### config.mk
export PLATFORM = sky130hd
export DESIGN_NAME = pipe_fetch_decode
export DESIGN_NICKNAME = d
export VERILOG_FILES = /design/src/rtl/pipe_pkg.sv /design/src/rtl/pipe_hazard_sb.sv /design/src/rtl/pipe_fetch_decode.sv
export SDC_FILE = /design/constraint.sdc
export NUM_CORES = 1
export LEC_CHECK = 0
export CAP_MARGIN = 20
export CORE_MARGIN = 2
export CORE_UTILIZATION = 60
export CTS_CLUSTER_DIAMETER = 40
export DETAILED_ROUTE_END_ITERATION = 10
export PLACE_DENSITY_LB_ADDON = 0.15
export SYNTH_ARGS = -nofsm -noshare
export SYNTH_HDL_FRONTEND = slang
export SYNTH_HIERARCHICAL = 1
export SYNTH_SLANG_ARGS = --single-unit
### constraint.sdc
create_clock -name clk1 -period 7.1 [get_ports clk1]
set_clock_uncertainty 0.15 [all_clocks]
set_input_delay 1.065 -clock clk1 [delete_from_list [all_inputs] [get_ports clk1]]
set_output_delay 1.065 -clock clk1 [all_outputs]
set_load 0.05 [all_outputs]
### src/rtl/pipe_pkg.sv
// Shared definitions for the ALU/memory pipeline.
// Holds the opcode, function and FSM state encodings, the 24-bit instruction
// field map, the scoreboard entry type and small helper functions.
package pipe_pkg;

  typedef enum logic [1:0] {
    OP_ALU  = 2'b00,
    OP_NOP  = 2'b01,
    OP_HALT = 2'b10,
    OP_RSV  = 2'b11
  } op_e;

  typedef enum logic [1:0] {
    F_ADD = 2'b00,
    F_SUB = 2'b01,
    F_AND = 2'b10,
    F_XOR = 2'b11
  } func_e;

  typedef enum logic [1:0] {
    S_IDLE,
    S_RUN,
    S_HALTED
  } state_e;

  // Instruction field LSB positions
  localparam int unsigned OP_LSB   = 22;
  localparam int unsigned FUNC_LSB = 20;
  localparam int unsigned RD_LSB   = 16;
  localparam int unsigned RS1_LSB  = 12;
  localparam int unsigned RS2_LSB  = 8;
  localparam int unsigned ADDR_LSB = 0;

  typedef struct packed {
    op_e         op;
    func_e       func;
    logic [3:0]  rd;
    logic [3:0]  rs1;
    logic [3:0]  rs2;
    logic [7:0]  addr;
  } instr_t;

  typedef struct packed {
    logic       vld;
    logic [3:0] rd;
  } sb_ent_t;

  function automatic instr_t decode(input logic [23:0] w);
    instr_t d;
    d.op   = op_e'(w[OP_LSB +: 2]);
    d.func = func_e'(w[FUNC_LSB +: 2]);
    d.rd   = w[RD_LSB +: 4];
    d.rs1  = w[RS1_LSB +: 4];
    d.rs2  = w[RS2_LSB +: 4];
    d.addr = w[ADDR_LSB +: 8];
    return d;
  endfunction

  // Saturating 16-bit increment
  function automatic logic [15:0] sat_inc(input logic [15:0] v);
    return (v == '1) ? v : v + 16'd1;
  endfunction

endpackage

### src/rtl/pipe_hazard_sb.sv
// RAW hazard scoreboard: a DEPTH-entry shift register of {valid, rd} for
// recently issued destinations, compared against the current sources.
// Ports:
//   clk1, rst_n  clock, async active-low reset
//   clr          drop all entries (start of a new run)
//   shift        advance the shift register (pipeline advancing)
//   issue        shift in a valid entry for rd (else an invalid entry)
//   rd           destination of the instruction being issued
//   chk          qualify the comparison (instruction reads registers)
//   rs1, rs2     sources of the current instruction
//   hazard       a source matches a valid in-flight destination
module pipe_hazard_sb
  import pipe_pkg::*;
#(
  parameter int unsigned DEPTH = 2
) (
  input  logic       clk1,
  input  logic       rst_n,
  input  logic       clr,
  input  logic       shift,
  input  logic       issue,
  input  logic [3:0] rd,
  input  logic       chk,
  input  logic [3:0] rs1,
  input  logic [3:0] rs2,
  output logic       hazard
);

  sb_ent_t sb_q [DEPTH];

  always_ff @(posedge clk1 or negedge rst_n) begin
    if (!rst_n) begin
      for (int unsigned i = 0; i < DEPTH; i++) sb_q[i] <= '0;
    end else if (clr) begin
      for (int unsigned i = 0; i < DEPTH; i++) sb_q[i].vld <= 1'b0;
    end else if (shift) begin
      sb_q[0] <= '{vld: issue, rd: rd};
      for (int unsigned i = 1; i < DEPTH; i++) sb_q[i] <= sb_q[i-1];
    end
  end

  always_comb begin
    hazard = 1'b0;
    if (chk) begin
      for (int unsigned i = 0; i < DEPTH; i++) begin
        if (sb_q[i].vld && (sb_q[i].rd == rs1 || sb_q[i].rd == rs2)) hazard = 1'b1;
      end
    end
  end

endmodule

### src/rtl/pipe_fetch_decode.sv
// Pipeline stage 0: instruction fetch and decode.
// Fetches from a small instruction memory at PC, issues one decoded ALU
// instruction per cycle, inserts bubbles on RAW hazards and stops on HALT.
// Ports:
//   clk1, rst_n              clock, async active-low reset
//   start                    pulse: begin execution at PC=0 (IDLE/HALTED)
//   prog_we/addr/data        instruction memory write port (not in RUN)
//   ds_ready                 downstream may advance; 0 freezes the stage
//   rs1, rs2, rd, func, addr decoded fields of the issued instruction
//   out_valid                fields carry a real instruction
//   busy, halted, bad_op     status flags
//   issue_cnt, bubble_cnt    saturating counters
module pipe_fetch_decode
  import pipe_pkg::*;
#(
  parameter int unsigned IMEM_AW   = 5,
  parameter int unsigned INSTR_W   = 24,
  parameter int unsigned HAZ_DEPTH = 2
) (
  input  logic               clk1,
  input  logic               rst_n,
  input  logic               start,
  input  logic               prog_we,
  input  logic [IMEM_AW-1:0] prog_addr,
  input  logic [INSTR_W-1:0] prog_data,
  input  logic               ds_ready,
  output logic [3:0]         rs1,
  output logic [3:0]         rs2,
  output logic [3:0]         rd,
  output logic [1:0]         func,
  output logic [7:0]         addr,
  output logic               out_valid,
  output logic               busy,
  output logic               halted,
  output logic               bad_op,
  output logic [15:0]        issue_cnt,
  output logic [15:0]        bubble_cnt
);

  state_e             state_q;
  logic [IMEM_AW-1:0] pc_q;
  logic [INSTR_W-1:0] imem_q [2**IMEM_AW];
  logic [3:0]         rs1_q, rs2_q, rd_q;
  logic [1:0]         func_q;
  logic [7:0]         addr_q;
  logic               out_valid_q, busy_q, halted_q, bad_op_q;
  logic [15:0]        issue_cnt_q, bubble_cnt_q;

  instr_t cur;
  logic   is_alu, hazard, run_adv, sb_clr;

  // Instruction memory has no reset and is writable only outside RUN
  always_ff @(posedge clk1) begin
    if (prog_we && state_q != S_RUN) imem_q[prog_addr] <= prog_data;
  end

  assign cur     = decode(imem_q[pc_q]);
  assign is_alu  = (cur.op == OP_ALU);
  assign run_adv = (state_q == S_RUN) && ds_ready;
  assign sb_clr  = start && (state_q != S_RUN);

  pipe_hazard_sb #(
    .DEPTH(HAZ_DEPTH)
  ) u_sb (
    .clk1  (clk1),
    .rst_n (rst_n),
    .clr   (sb_clr),
    .shift (run_adv),
    .issue (is_alu && !hazard),
    .rd    (cur.rd),
    .chk   (is_alu),
    .rs1   (cur.rs1),
    .rs2   (cur.rs2),
    .hazard(hazard)
  );

  always_ff @(posedge clk1 or negedge rst_n) begin
    if (!rst_n) begin
      state_q      <= S_IDLE;
      pc_q         <= '0;
      rs1_q        <= '0;
      rs2_q        <= '0;
      rd_q         <= '0;
      func_q       <= '0;
      addr_q       <= '0;
      out_valid_q  <= 1'b0;
      busy_q       <= 1'b0;
      halted_q     <= 1'b0;
      bad_op_q     <= 1'b0;
      issue_cnt_q  <= '0;
      bubble_cnt_q <= '0;
    end else begin
      unique case (state_q)
        S_IDLE, S_HALTED: begin
          if (start) begin
            state_q     <= S_RUN;
            pc_q        <= '0;
            busy_q      <= 1'b1;
            halted_q    <= 1'b0;
            out_valid_q <= 1'b0;
          end
        end
        S_RUN: begin
          // ds_ready low freezes everything, including the scoreboard
          if (ds_ready) begin
            if (hazard) begin
              out_valid_q  <= 1'b0;
              bubble_cnt_q <= sat_inc(bubble_cnt_q);
            end else begin
              unique case (cur.op)
                OP_ALU: begin
                  rs1_q       <= cur.rs1;
                  rs2_q       <= cur.rs2;
                  rd_q        <= cur.rd;
                  func_q      <= cur.func;
                  addr_q      <= cur.addr;
                  out_valid_q <= 1'b1;
                  pc_q        <= pc_q + 1'b1;
                  issue_cnt_q <= sat_inc(issue_cnt_q);
                end
                OP_NOP: begin
                  out_valid_q <= 1'b0;
                  pc_q        <= pc_q + 1'b1;
                end
                OP_RSV: begin
                  out_valid_q <= 1'b0;
                  pc_q        <= pc_q + 1'b1;
                  bad_op_q    <= 1'b1;
                end
                OP_HALT: begin
                  out_valid_q <= 1'b0;
                  state_q     <= S_HALTED;
                  busy_q      <= 1'b0;
                  halted_q    <= 1'b1;
                end
              endcase
            end
          end
        end
        default: state_q <= S_IDLE;
      endcase
    end
  end

  assign rs1        = rs1_q;
  assign rs2        = rs2_q;
  assign rd         = rd_q;
  assign func       = func_q;
  assign addr       = addr_q;
  assign out_valid  = out_valid_q;
  assign busy       = busy_q;
  assign halted     = halted_q;
  assign bad_op     = bad_op_q;
  assign issue_cnt  = issue_cnt_q;
  assign bubble_cnt = bubble_cnt_q;

endmodule

# --- Word level (Yosys, flattened, before mapping) ---
# Memory sizes are Yosys's and may differ from the RTL's.
# Index checks and enable logic that the tools add are counted.
totals:
  register_bits: 75
  input_bits: 34
  ram_bits: 768
  memories: 1
  output_inout_bits: 58
classes:
  muxes: 32
  bitwise: 4
  n_reduce_logical: 25
  n_eq_ne: 17
  addsub: 3
mem_list:
  columns: ["memory", "words", "word_bits", "rd", "rd_ports_with_merged_regs", "wr", "line_no", "text"]
  rows:
  - ["imem_q", 32, 24, 1, 0, 1, "pipe_fetch_decode.sv:42", "logic [INSTR_W-1:0] imem_q [2**IMEM_AW];"]
ops:
  columns: ["cell", "count"]
  rows:
  - ["$add A16 B1 Y16 const B", 2]
  - ["$eq A16 B16 Y1 const B", 2]
  - ["$mux W5", 4]
  - ["$mux W1", 17]
  - ["$eq A4 B4 Y1", 4]
  - ["$reduce_and A4 Y1", 4]
  - ["$reduce_and A5 Y1", 3]
  - ["$mux W10", 1]
  - ["$pmux W5 S2", 1]
  - ["$mux W2", 4]
  - ["$ne A2 B2 Y1 const B", 4]
  - ["$pmux W1 S2", 4]
  - ["$eq A2 B2 Y1 const B", 3]
  - ["$logic_and A1 B1 Y1", 6]
  - ["$reduce_or A3 Y1", 2]
  - ["$add A5 B1 Y5 const B", 1]
  - ["$eq A2 B1 Y1 const B", 2]
  - ["$logic_not A2 Y1", 2]
  - ["$ne A2 B1 Y1 const B", 2]
  - ["$not A1 Y1", 4]
  - ["$pmux W2 S2", 1]
  - ["$reduce_bool A2 Y1", 2]
  - ["$reduce_and A3 Y1", 1]
  - ["$logic_or A1 B1 Y1", 2]
  - ["3 further kinds", 3]

# --- Logic depth before layout (Yosys ltp) ---
# An unclocked memory read counts as a cell.
logic_depth:
  depth_word: 11
  depth_mapped: 20

# --- Cells and area by module ---
# Netlist, hierarchy kept.
modules_own_cells:
  columns: ["mod", "n_inst", "seq_area_each_um2", "cells_each", "area_per_inst_um2"]
  rows:
  - ["pipe_fetch_decode", 1, 24688.7, 1606, 32478.6]
  - ["pipe_hazard_sb", 1, 250.2, 65, 570.5]

# --- Least setup slack after synthesis ---
# No wires, ideal clock.
synth_timing:
  path_type: "register to register"
  from: "register pc_q[0]"
  to: "register bubble_cnt_q[8], in the netlist bubble_cnt[8]"
  arrival_time_ps: 3784
  t_required_ps: 6808
  stages_incl_launch_ff: 19
  path_slack_ps: 3024
  period_less_slack_ps: 4076
  setup_time_ps: 142
  path_cell_list: "dfrtp_1 buf_6 buf_6 buf_6 buf_2 mux4_2 o221ai_1 o21a_1 a31oi_1 xor2_1 nor4_1 o21ai_0 a21boi_1 nand3_1 nor3b_1 and2_1 clkbuf_1 nand3_1 xnor2_1"
synth_rtl:
  columns: ["item", "line_no", "text"]
  rows:
  - ["start: declaration", "pipe_fetch_decode.sv:41", "logic [IMEM_AW-1:0] pc_q;"]
  - ["start signal: assignment", "pipe_fetch_decode.sv:118", "pc_q <= pc_q + 1'b1;"]
  - ["start signal: assignment", "pipe_fetch_decode.sv:123", "pc_q <= pc_q + 1'b1;"]
  - ["start signal: assignment", "pipe_fetch_decode.sv:127", "pc_q <= pc_q + 1'b1;"]
  - ["end signal: assignment", "pipe_fetch_decode.sv:108", "bubble_cnt_q <= sat_inc(bubble_cnt_q);"]
  - ["end: declaration", "pipe_fetch_decode.sv:47", "logic [15:0] issue_cnt_q, bubble_cnt_q;"]

==> metrics.md <==
| Metric | Value |
|---|---|
| Number of instances in the placed design | `2,436` |
| Input/output buffers | `a little over 90` |
| Startpoint class of the critical path | `flip-flop` |
| FP Rows | `between 80 and 90` |
| Skew-Pair Late Insertion Delay | `0.66 ns` |
| Number of buffers inserted to repair setup after CTS | `0` |
| Adder-cell share of the synthesized area | `0.114%` |
| Period minus WS final | `between 5 and 6 ns` |
| Post-cts repair resize count | `0` |
| Synthesis Warnings | `6` |
| Hold Path Class | `in2async` |
| Worst Path Class, Setup | `reg2reg` |
| Distinct cells, synth | `between 50 and 60` |
| Root Buffer Master | `clkbuf_16` |
| Final count of negative-setup-slack endpoints | `0` |
| CTS hold repair buffers | `0` |
| Last weighted congestion value of the routability-driven placer | `0.809` |
| Fraction of synthesized area in multiplexers | `between 10% and 20%` |
| Share of the yosys chip area belonging to registers | `approximately three quarters` |
| Highest-delay cell along the critical path | `buf_4` |
| Aggregate routed wire length | `79,100 um` |
| Synthesized area divided by synthesized cell count | `19.8 um^2` |
| Total track usage | `about 29%` |
| Most frequent cells in the layout | `768 x edfxtp_1, 148 x mux4_2, 115 x mux2i_1, 114 x clkbuf_16, 90 x clkdlybuf4s50_1` |
| Standby leakage power | `~13 nW` |
| Reg2reg end | `issue_cnt[1]` |
| Cell seen most often among critical-path stages | `buf_4` |
| Outcome | `finished clean` |
| Most common library cell in the layout ignoring fill and taps | `edfxtp_1` |
| Max incr delay on CP | `slightly below 0.9 ns` |
| Via count of the first global-routing pass | `around 17k` |
| Slew at the pin with the worst max-slew slack | `between 1 and 1.5 ns` |
| Critical Path AT | `~6 ns` |
| Total global routing overflow | `0` |
| Initial cell density of the core | `60.3%` |
| IR Drop Worst-Case VDD | `about 0.00025 V` |
| Critical register-to-register path startpoint | `pc_q[1]` |
| Number of standard cells in the layout, taps in and fillers out | `between 2k and 3k` |
| Violation count after the first detailed-routing iteration | `1,976` |
| Number of antenna violations at the first check in global routing | `0` |
| Total number of H-tree levels | `3` |
| Final slew viol count | `0` |
| RSZ-0062 raised after global routing | `no` |
| Setup TNS | `0 ns` |
| Data required time at the worst endpoint | `between 7 and 8 ns` |
| Placed wire-length estimate after detailed placement | `roughly 41,000 um` |
| Worst-path clk slew | `around 0.06 ns` |
| Antenna Violating Nets Remaining | `0` |
| Post-route clock period utilization | `between 80% and 90%` |
| Max capacitance violation total | `0` |
| Filler cells | `~3.2k` |
| Flop2flop setup slack | `1.30 ns` |
| Core outline area | `about 55,000 um^2` |
| Synthesized-area fraction occupied by and/or/nand/nor cells | `between 3 and 4%` |
| X dimension of the die | `roughly 240 um` |
| Maximum number of pins on one net before global-route repair | `76` |
| DR vias | `around 17k` |
| Cells along the critical path | `buf_4 > buf_4 > mux4_2 > o221ai_1 > o21a_1 > a31oi_1 > xor2_1 > nor4_1 > o21ai_0 > a21boi_1 > nor2_1 > nand3_2 > a41o_1 > mux2_2` |
| Die H | `roughly 240 um` |
| Post-route DRC | `0` |
| Flop and latch count out of synthesis | `~840` |
| Number of top-level design ports | `roughly 90` |
| Setup crit end kind | `flip-flop` |
| First-pass iteration count of the detailed router | `8` |
| Number of CTS-inserted buffers | `between 100 and 150` |
| Worst reg2reg path depth | `14` |
| Maximum fanout along the worst path | `64` |
| Netlist area before placement | `around 33,000 um^2` |
| Main combinational cell family by area after synthesis | `multiplexers` |
| Final number of hold-violating endpoints | `0` |
| Die area | `around 57,000 um^2` |
| Max-slew headroom at the worst pin | `~30%` |
| Xor and xnor area share after synthesis | `approximately 1.2%` |
| Global-route wire length before repair | `116,000 um` |
| Number of instances in the synthesized netlist | `1,671` |
| Wire length per cell | `between 20 and 30 um` |
| Post-synthesis net count | `between 1.5k and 2k` |
| Layout net count | `approximately 1.9k` |
| Area added between synthesis and finish | `18.1%` |
| Share of layout cells above drive strength 1 | `approximately a quarter` |
| Maximum frequency from static timing analysis | `approximately 170 MHz` |
| ANT cells | `0` |
| Maximum count of clock buffers along a single path | `3` |
| Complex-gate fraction of the synthesized area | `between 3 and 4%` |
| TritonCTS Sinks | `around 840` |
| Power Density | `between 300 and 400 nW/um^2` |
| TritonCTS clock tree | `done` |
| Via density | `approximately 6.5` |
-- metrics by stage --
step / total power, mW / util (%) / hold slack (ns) / area [um^2] / worst slack [ns]
3_3_place_gp: 8.65 / 64.0 / 0.326 / 35100 / 1.48
4_1_cts: 14.2 / 70.8 / 0.334 / 38800 / 1.33
3_5_place_dp: 8.70 / 64.1 / 0.321 / 35100 / 1.42
5_1_grt: 14.6 / 71.3 / 0.155 / 39000 / 0.950
2_1_floorplan: 7.92 / - / 0.310 / 33000 / 3.02
6_report: 14.1 / 71.3 / 0.145 / 39000 / 1.30
-- synthesized netlist by cell type, drive strengths merged --
cell type,number,share of area (%)
a41o,2,0.061
and2,8,0.15
a311oi,2,0.091
a22oi,8,0.18
nor4b,2,0.091
nand3b,15,0.34
nor3b,3,0.068
a21boi,1,0.023
a31oi,12,0.23
nor2,47,0.56
a31o,1,0.027
a21o,1,0.023
and3,3,0.057
inv,5,0.057
nor2b,6,0.11
buf,43,0.89
mux2i,115,3.5
xor2,30,0.80
or2,1,0.019
nor3,11,0.17
o21a,13,0.30
nand2b,8,0.15
xnor2,15,0.40
and4,5,0.13
a22o,4,0.11
clkbuf,44,0.50
a221oi,2,0.072
o22ai,16,0.30
edfxtp,768,70
or3b,1,0.027
or3,3,0.057
nand3,27,0.42
ha,3,0.11
nand2,66,0.75
mux2,43,1.5
mux4,148,10
nand4,5,0.095
nor4,6,0.15
dfrtp,75,5.7
o21ai,39,0.59
nand4b,1,0.027
o221ai,36,0.95
a21oi,27,0.41
-- power by group --
part,switching (mW),total (mW),internal [mW]
combinational,1.58,2.85,1.27
clock,2.14,5.48,3.34
sequential,0.186,5.78,5.59
-- worst max-delay path by stage --
stage | start | endpoint | slack (ns) | cells past startpoint
detailed placement | pc_q[1] | issue_cnt[1] | 1.42 | 14
global placement | pc_q[1] | issue_cnt[1] | 1.48 | 14
CTS | pc_q[1] | issue_cnt[1] | 1.33 | 14
finish | pc_q[1] | issue_cnt[1] | 1.30 | 14
global route | pc_q[1] | issue_cnt[1] | 0.95 | 14
floorplan | pc_q[0] | bubble_cnt[8] | 3.02 | 18
-- logic make-up after synthesis --
family          after synthesis
buf+inv                      92
fa+ha+maj                     3
compound gates              164
flops                       843
mux                         306
xor+xnor                     45
simple gates                218
-- final cells by class --
class	count	area, um^2	share of cell area, %
Clock buffer	127	2840	7.26
Tap cell	704	881	2.26
Multi-Input combinational cell	736	7870	20.2
Clock inverter	76	847	2.17
Timing Repair Buffer	158	1640	4.20
Inverter	5	18.8	0.0481
Sequential cell	843	25000	63.9
-- worst max-delay path, delay by kind of cell, from the launching register on --
kind / cells / cell delay (ns)
AOI/OAI and AO/OA: 6 / 1.61
xor gates and xnor gates: 1 / 0.22
buffers and inverters: 2 / 1.40
DFF: 1 / 0.47
muxes: 2 / 0.63
and+or+nand+nor: 3 / 1.12
-- state kept, by name (all words and copies together) (netlist names) --
| register | count |
|---|---|
| u_sb/sb_q | 10 |
| issue_cnt | 16 |
| halted | 1 |
| addr | 8 |
| rs2 | 4 |
| imem_q | 768 |
| busy | 1 |
| func | 2 |
| bubble_cnt | 16 |
| bad_op | 1 |
| state_q | 2 |
| pc_q | 5 |
| out_valid | 1 |
| rd | 4 |
| rs1 | 4 |
-- layer usage --
metal	GRT usage, %	wire length (um)	vias up
met5	0	0	-
met4	9.39	2080	0
met3	4.12	5310	140
met2	48.8	41000	764
met1	38.3	30800	8993
li1	-	-	7203
Power figures use the tool's default switching activity.
